### src/rtl/priority_encoder_16.sv
// 16-line active-low priority encoder with a synchronizer, a stability filter and 74148-style flags.
// New active codes are posted to a one-deep event register with a valid/ack handshake and a sticky overrun flag.
module priority_encoder_16 #(
  parameter int unsigned STABLE_CYCLES = 4
) (
  input  logic        clk,
  input  logic        rst_n,
  input  logic [15:0] req_n,
  input  logic        ei_n,
  output logic [3:0]  code,
  output logic        gs_n,
  output logic        eo_n,
  output logic        evt_valid,
  output logic [3:0]  evt_code,
  input  logic        evt_ack,
  output logic        overrun
);

  localparam logic [7:0] CNT_LAST = 8'(STABLE_CYCLES - 1);

  logic [16:0] sync1_q, sample_q, prev_q, stable_q, stable_d;
  logic [7:0]  cnt_q, cnt_d;
  logic        same_c;

  logic [15:0] act_c;
  logic [3:0]  hi_c;
  logic [3:0]  code_q, code_d;
  logic        gs_n_q, gs_n_d;
  logic        eo_n_q, eo_n_d;

  logic        event_c, accept_c;
  logic        evt_valid_q, evt_valid_d;
  logic [3:0]  evt_code_q, evt_code_d;
  logic        overrun_q, overrun_d;

  // Stability filter: the stable register only takes a sample that has been
  // seen unchanged on STABLE_CYCLES+1 consecutive edges.
  always_comb begin
    same_c   = (sample_q == prev_q);
    cnt_d    = cnt_q;
    stable_d = stable_q;
    if (!same_c) begin
      cnt_d = 8'd0;
    end else if (cnt_q != CNT_LAST) begin
      cnt_d = cnt_q + 8'd1;
    end
    if (same_c && (cnt_q == CNT_LAST)) begin
      stable_d = sample_q;
    end
  end

  // The encoder works from stable_d, so its registered outputs always equal
  // a function of the stable register, updated on the same edge.
  always_comb begin
    act_c = ~stable_d[15:0];
    hi_c  = 4'd0;
    for (int i = 0; i < 16; i++) begin
      if (act_c[i]) begin
        hi_c = 4'(i);
      end
    end
  end

  always_comb begin
    code_d = 4'd0;
    gs_n_d = 1'b1;
    eo_n_d = 1'b1;
    if (!stable_d[16]) begin
      if (|act_c) begin
        code_d = hi_c;
        gs_n_d = 1'b0;
      end else begin
        eo_n_d = 1'b0;
      end
    end
  end

  // An event is a transition into an active code, or a change of active code.
  always_comb begin
    event_c     = !gs_n_d && (gs_n_q || (code_d != code_q));
    accept_c    = evt_ack && evt_valid_q;
    evt_valid_d = event_c || (evt_valid_q && !accept_c);
    evt_code_d  = event_c ? code_d : evt_code_q;
    overrun_d   = (event_c && evt_valid_q && !evt_ack) || (overrun_q && !accept_c);
  end

  always_ff @(posedge clk) begin
    if (!rst_n) begin
      sync1_q     <= '1;
      sample_q    <= '1;
      prev_q      <= '1;
      stable_q    <= '1;
      cnt_q       <= 8'd0;
      code_q      <= 4'd0;
      gs_n_q      <= 1'b1;
      eo_n_q      <= 1'b1;
      evt_valid_q <= 1'b0;
      evt_code_q  <= 4'd0;
      overrun_q   <= 1'b0;
    end else begin
      sync1_q     <= {ei_n, req_n};
      sample_q    <= sync1_q;
      prev_q      <= sample_q;
      stable_q    <= stable_d;
      cnt_q       <= cnt_d;
      code_q      <= code_d;
      gs_n_q      <= gs_n_d;
      eo_n_q      <= eo_n_d;
      evt_valid_q <= evt_valid_d;
      evt_code_q  <= evt_code_d;
      overrun_q   <= overrun_d;
    end
  end

  assign code      = code_q;
  assign gs_n      = gs_n_q;
  assign eo_n      = eo_n_q;
  assign evt_valid = evt_valid_q;
  assign evt_code  = evt_code_q;
  assign overrun   = overrun_q;

endmodule

### config.mk
export PLATFORM = sky130hd
export DESIGN_NAME = priority_encoder_16
export DESIGN_NICKNAME = d
export VERILOG_FILES = /design/src/rtl/priority_encoder_16.sv
export SDC_FILE = /design/constraint.sdc
export NUM_CORES = 1
export LEC_CHECK = 0
export CORE_MARGIN = 2
export CORE_UTILIZATION = 45
export DETAILED_ROUTE_END_ITERATION = 16
export DONT_BUFFER_PORTS = 1
export PLACE_DENSITY = 0.66
export SYNTH_ARGS = -nofsm -noshare
export SYNTH_HDL_FRONTEND = slang
export SYNTH_SLANG_ARGS = --single-unit
### constraint.sdc
create_clock -name clk -period 7.6 [get_ports clk]
set_input_delay 0.76 -clock clk [delete_from_list [all_inputs] [get_ports clk]]
set_output_delay 0.76 -clock clk [all_outputs]
set_load 0.02 [all_outputs]
==> out/metrics.csv, run 1 <==
stage,metric,value,unit
synthesis,Synth warnings,0,
timing,Final period util,46.0,%
synthesis,top-area cell type share of the netlist area,51.8,%
die,Initial Utilization,46.7,%
route,via count,2354,
flow_run,Max-Cap Viols,0,
outcome,outcome,"finished, final reports clean",
layout,ANT cells,0,
synthesis,synthesized instance count,363,
synthesis,"FF+latch count, synth",88,
clock_network,CTS tree,built,
die,num ports,32,
power_and_ir_drop,Max VDD drop,0.147,mV
global_routing,GRT Util Overall,15.8,%
power_and_ir_drop,Reg power frac,60.0,%
layout,Area Overhead vs Synth,7.06,%
power_and_ir_drop,power share of the combinational group,3.1,%
setup_path,"Req. time, crit path",7.85,ns
route,drt total wl,6.04,mm
clock_network,Sink Count,88,
setup_path,CP arrival,3.75,ns
die,core area,7290,sq um
clock_network,worst-skew pair later-pin latency,0.35,ns
layout,nets,381,
layout,sequential cell area,1760,sq um
placed_design,HPWL after DPL,4.09,mm
timing,final setup fails,0,
timing,fin. max-slew vios,0,
clock_network,Clock transition at path regs,0.08,ns
global_routing,largest net degree at the start of global routing,84,
clock_network,post-cts gate resize count,0,
die,die area,8270,sq um
synthesis,Synth area leader,dfxtp_1,
placed_design,number of I/O port buffers,0,
timing,skew final,0.00567,ns
timing,Hold Fails Final Rpt,0,
timing,slew margin rel.,65.7,%
timing,Setup TNS Final,0,ns
power_and_ir_drop,PD cells,219,nW/um^2
timing,RSZ-0062 raised after global routing,no,
global_routing,grt total ovfl,0,
layout,area of the multi-input gates,1550,sq um
synthesis,post-synthesis sequential area ratio,51.8,%
power_and_ir_drop,Pwr Total,0.799,mW
power_and_ir_drop,Int Pwr,0.620,mW
die,Horiz. Die Dim,91.0,microns
clock_network,number of CTS-inserted buffers,9,
timing,Worst-Margin Slew,0.501,ns
placed_design,Placer Congestion,0.868,
synthesis,"Net Count, Synth",384,
power_and_ir_drop,Net Switching,0.178,mW
clock_network,number of H-tree levels,3,
synthesis,Cell variety after synth,41,
synthesis,mean post-synth cell area,9.38,sq um
synthesis,synthesized area,3400,sq um
clock_network,Clk Tree Root Cell,clkbuf_8,
setup_path,nature of the critical path endpoint,register,
route,drt drc,0,
layout,post-layout util,50.0,%
die,Die Y,91.0,microns
route,First-pass DRT Iterations,4,
setup_path,critical path class,register to register,
power_and_ir_drop,Sw Share,22.3,%
route,Vias/cell,5.08,
setup_path,CP startpoint kind,register,
global_routing,number of global-route vias before repair,2182,
setup_path,"Max FO, Critical Path",30,
clock_network,Max Buffers Root-to-Sink,2,
global_routing,initial antenna violation count,0,
power_and_ir_drop,Pleak,1.52,nW
timing,Fin Hold WS,0.410,ns
die,FP Rows,31,
route,Iter 0 DRT Violations,137,
layout,fraction of final layout cells sized beyond drive strength 1,6.59,%
worst_hold_path,min-delay worst type,register to register,
global_routing,first-pass GRT wire length,10.4,mm
clock_network,cts-stage hold buffer count,0,
route,Post-DRT Antenna Nets,0,
route,routed len/inst,13.0,microns
synthesis,synth top area cells,"dfxtp_1, nand2b_1, nand2_1",
layout,Layout fillers,719,
power_and_ir_drop,power share of the clock group,36.9,%
clock_network,setup bufs post-CTS,0,
timing,fmax,286,MHz
timing,fin crit period,3.50,ns
[power by group through the flow]
stage | clock network, mW | logic, mW | registers (mW)
floorplan | 0 | 0.0263 | 0.488
global placement | 0 | 0.0247 | 0.490
detailed placement | 0 | 0.0249 | 0.491
CTS | 0.301 | 0.0250 | 0.480
global route | 0.323 | 0.0281 | 0.481
finish | 0.295 | 0.0245 | 0.480
[area by class of cell]
| class | count | share of cell area (%) |
|---|---|---|
| clock inverters | 4 | 0.824 |
| inverters | 6 | 0.618 |
| clock buffers | 11 | 4.16 |
| repair buffers | 1 | 0.206 |
| flip-flops and latches | 88 | 48.4 |
| multi-input cells | 254 | 42.4 |
| well taps | 99 | 3.40 |
[per-stage QoR]
step | worst slack [ns] | area (sq um) | cells
finish | 4.10 | 3640 | 463
global route | 3.83 | 3640 | 463
CTS | 4.12 | 3640 | 463
detailed placement | 4.14 | 3460 | 448
global placement | 4.19 | 3460 | 448
floorplan | 4.50 | 3400 | 363
[routing by layer]
metal,global-route usage [%],vias to the layer above,part of all wire (%)
met2,23.5,47,44
met3,4.56,11,4.3
met5,0,-,0
met1,21.8,1077,50
li1,-,1219,-
met4,5.68,0,1.7
[cells by family (layout without fill, tap and decap cells)]
kind of cell | Yosys count | count (layout) | share of synthesized area (%)
adders and majority gates | 1 | 1 | 0.368
DFF | 88 | 88 | 51.8
xor gates and xnor gates | 24 | 24 | 6.18
and+or+nand+nor | 181 | 181 | 27.5
muxes | 13 | 13 | 4.08
buffers and inverters | 21 | 22 | 2.79
AOI/OAI and AO/OA | 35 | 35 | 7.32
[sequential cells by signal (all words and copies together) (netlist names)]
register / count
prev_q: 17
gs_n: 1
stable_q: 17
code: 4
sync1_q: 17
evt_valid: 1
sample_q: 17
evt_code: 4
cnt_q: 8
eo_n: 1
overrun: 1
[cell usage after synthesis]
library cell / number
o311ai_0: 1
nand2_1: 55
a221o_1: 1
o221ai_1: 2
or2_2: 1
o21ai_0: 4
a21boi_0: 2
a31oi_1: 1
mux2_4: 1
o211ai_1: 10
a31o_2: 1
inv_1: 6
o21a_1: 1
and3_1: 4
dfxtp_1: 88
o21ai_1: 1
nor4_1: 3
nor3b_1: 3
ha_1: 1
a32o_1: 2
xor2_1: 20
mux2_2: 3
nor4b_1: 2
buf_1: 1
buf_6: 2
nand2b_1: 51
mux2i_1: 9
xnor2_1: 4
or3b_2: 1
a21oi_1: 6
nor2b_1: 6
a211o_1: 1
nand4_1: 10
buf_2: 1
nor2_1: 16
or3_4: 1
nand3_1: 22
nor3_1: 6
clkbuf_1: 11
o31a_1: 1
a211oi_1: 1
[path summary, 6_finish.rpt]
check	depth (start not counted)	to	from	slack [ns]
worst max-delay path	9	overrun$_SDFF_PN0_	cnt_q[0]$_SDFFE_PN0P_	4.10
worst min-delay path	1	sample_q[0]$_SDFF_PN1_	sync1_q[0]$_SDFF_PN1_	0.41
worst max register to register	9	overrun$_SDFF_PN0_	cnt_q[0]$_SDFFE_PN0P_	4.10
worst min register to register	1	sample_q[0]$_SDFF_PN1_	sync1_q[0]$_SDFF_PN1_	0.41
[cells in the final DEF, fill, tap and decap left out, types with 2 or more instances in the layout]
cell	Yosys	routed
a21oi_1	6	6
xor2_1	20	20
and3_1	4	4
nor2b_1	6	6
a21boi_0	2	2
nor3b_1	3	3
o211ai_1	10	10
nand3_1	22	22
nor2_1	16	16
dfxtp_1	88	88
clkinv_4	0	2
xnor2_1	4	4
nor4_1	3	3
o21ai_0	4	4
nand2_1	55	55
mux2i_1	9	9
a32o_1	2	2
nand4_1	10	10
nor3_1	6	6
o221ai_1	2	2
mux2_2	3	3
clkbuf_8	0	11
nor4b_1	2	2
nand2b_1	51	51
inv_1	6	6
[critical path, cell delays in order (launching register included)]
cell and delay [ns]:
dfxtp_1 0.41, ha_1 0.25, nor4b_1 0.23, nand2_1 0.21, or3_4 0.58, mux2_2 0.32
or3b_2 0.44, a32o_1 0.29, o31a_1 0.40, a32o_1 0.25
Note: power is estimated with default switching activity, not from simulation.
==> run 2, diff against run 1 <==
- PLACE_DENSITY: 0.66 -> 0.68
- clock period: 7.6 -> 2.98 ns (I/O delays scaled with it)
==> run 2 against run 1 <==
Effect of this change: worst setup slack worse by 4.1 ns; wire length rose by 5.7%; first-iteration DRC count is 8.8% higher; clock-buffer cell count is 1 lower; via count up 7.3%; sequential power grew to 2.5 times the previous value; sequential share of layout area down 3.1 points; largest cell class unchanged.
==> out/metrics.csv, run 2 (synthesized netlist as in run 1, its figures left out) <==
stage,metric,value,unit,change
global_routing,initial antenna violation count,0,,unchanged
global_routing,largest net degree at the start of global routing,84,,unchanged
timing,Hold Fails Final Rpt,0,,unchanged
layout,Area Overhead vs Synth,15.0,%,
flow_run,Max-Cap Viols,0,,unchanged
layout,most frequent cells in the layout,"dfxtp_1, nand2_1, nand2b_1",,
global_routing,number of global-route vias before repair,2324,,+6.5%
setup_path,"Max FO, Critical Path",6,,-80%
timing,RSZ-0062 raised after global routing,yes,,
setup_path,RR Startpoint,prev_q[11]$_SDFF_PN1_,,
setup_path,Worst Reg-to-Reg Cells,10,,+1
placed_design,HPWL after DPL,4.50,mm,+10%
setup_path,CP startpoint kind,register,,
power_and_ir_drop,Pleak,1.66,nW,+9.3%
layout,Final Instance Area,3910,sq um,+7.4%
timing,final setup fails,0,,unchanged
timing,slew margin rel.,73.2,%,+7.5 points
clock_network,number of H-tree levels,3,,unchanged
power_and_ir_drop,Pwr Total,2.05,mW,+160%
timing,skew final,0.00617,ns,+0.000490 ns
layout,nets,411,,+7.9%
power_and_ir_drop,PD cells,524,nW/um^2,+140%
die,Initial Utilization,46.7,%,unchanged
setup_path,critical path class,register to register,,
timing,Worst-Margin Slew,0.402,ns,-0.0989 ns
setup_path,CP arrival,3.23,ns,-0.52 ns
global_routing,grt total ovfl,0,,unchanged
route,Post-DRT Antenna Nets,0,,unchanged
route,Vias/cell,5.11,,+0.53%
route,drt drc,0,,unchanged
setup_path,CP startpoint,prev_q[11]$_SDFF_PN1_,,
layout,fraction of final layout cells sized beyond drive strength 1,15.7,%,+9.1 points
layout,"commonest non-fill, non-tap cell in the layout",dfxtp_1,,
layout,post-layout util,53.7,%,+3.7 points
timing,Setup TNS Final,0,ns,unchanged
die,num ports,32,,unchanged
timing,fmax,336,MHz,+18%
placed_design,dpl ws,-0.0433,ns,-4.19 ns
die,Horiz. Die Dim,91.0,microns,unchanged
outcome,outcome,"finished, final reports clean",,
timing,PnR worst setup slack,0.00773,ns,-4.09 ns
clock_network,Max Buffers Root-to-Sink,2,,unchanged
clock_network,Clk Tree Root Cell,clkbuf_8,,
power_and_ir_drop,Max VDD drop,0.322,mV,+120%
setup_path,worst setup path end,overrun$_SDFF_PN0_,,
die,die area,8270,sq um,unchanged
timing,fin crit period,2.97,ns,-0.526 ns
timing,fin. max-slew vios,0,,unchanged
clock_network,Clock transition at path regs,0.09,ns,about the same
setup_path,nature of the critical path endpoint,register,,
route,via count,2525,,+7.3%
placed_design,Inst Count DP,474,,+5.8%
die,Die Y,91.0,microns,unchanged
route,First-pass DRT Iterations,4,,unchanged
clock_network,CTS tree,built,,
setup_path,reg-to-reg endpoint,overrun$_SDFF_PN0_,,
route,Iter 0 DRT Violations,149,,+8.8%
placed_design,cell area after placement,3670,sq um,+6.1%
clock_network,Sink Count,88,,unchanged
timing,Final period util,99.7,%,+54 points
clock_network,worst-skew pair later-pin latency,0.35,ns,about the same
layout,ANT cells,0,,unchanged
layout,Layout fillers,697,,-3.1%
worst_hold_path,min-delay worst type,primary input to register,,
clock_network,number of CTS-inserted buffers,9,,unchanged
route,drt total wl,6.38,mm,+5.7%
setup_path,"Req. time, crit path",3.23,ns,-4.62 ns
die,core area,7290,sq um,unchanged
placed_design,Placer Congestion,0.789,,-9.2%
route,routed len/inst,12.9,microns,-0.90%
global_routing,GRT Util Overall,16.4,%,+0.59 points
global_routing,first-pass GRT wire length,10.8,mm,+4.0%
timing,Fin Hold WS,0.0319,ns,-0.378 ns
layout,post-route insts no fill,494,,+6.7%
die,FP Rows,31,,unchanged
setup_path,Reg2Reg Setup Slack,0.008,ns,-4.09 ns
placed_design,number of I/O port buffers,0,,unchanged
[run 2: cell types whose count changed in the layout (fill, tap and decap cells not counted), sizes merged]
cell,change
dlygate4sd3,+1
buf,+29
inv,+1
clkinvlp,+1
clkbuf,-1
[run 2: final cells by class]
| type | instances | area, sq um | area share (%) |
|---|---|---|---|
| clock buffers | 10 | 138 | 3.52 |
| clock inverters | 6 | 42.5 | 1.09 |
| inverters | 6 | 22.5 | 0.576 |
| multi-input cells | 254 | 1580 | 40.3 |
| flip-flops and latches | 88 | 1770 | 45.3 |
| well taps | 99 | 124 | 3.17 |
| repair buffers | 31 | 239 | 6.11 |
[run 2: worst min-delay path by stage]
stage	start	endpoint	slack (ns)	depth (start not counted)
after global routing	rst_n	stable_q[15]$_SDFF_PN1_	0.0004	1
after floorplan	rst_n	stable_q[16]$_SDFF_PN1_	0.37	1
final	rst_n	stable_q[15]$_SDFF_PN1_	0.03	1
after global placement	rst_n	stable_q[14]$_SDFF_PN1_	0.37	1
after CTS	rst_n	stable_q[15]$_SDFF_PN1_	0.005	1
after detailed placement	rst_n	stable_q[14]$_SDFF_PN1_	0.38	1
[run 2: critical path: stages (launching register included)]
cell and delay (ns):
dfxtp_2 0.32, xor2_1 0.15, nor4_1 0.27, nand4_1 0.14, or3_4 0.46, buf_6 0.15
mux2i_2 0.16, a221o_1 0.35, a32o_2 0.23, o31a_1 0.40, a32o_1 0.23
[run 2: timing repair]
item,CTS,global route
setup endpoints to repair,2,5
resized for setup,0,8
hold endpoints to repair,1,0
pin swaps,1,9
setup buffers,0,3
hold buffers,1,0
[run 2: per-layer routing]
metal | vias to the layer above | wire length (microns) | share of wire, % | track usage (%)
met4 | 0 | 104 | 1.6 | 6.06
li1 | 1280 | - | - | -
met3 | 9 | 204 | 3.2 | 4.40
met1 | 1193 | 3050 | 48 | 21.3
met5 | - | 0 | 0 | 0
met2 | 43 | 3020 | 47 | 26.1
[run 2: power by group]
part,total [mW],internal [mW],switching [mW]
Sequential,1.21,1.20,0.0115
Clock,0.741,0.327,0.415
Combinational,0.0950,0.0533,0.0417
Total,2.05,1.58,0.468
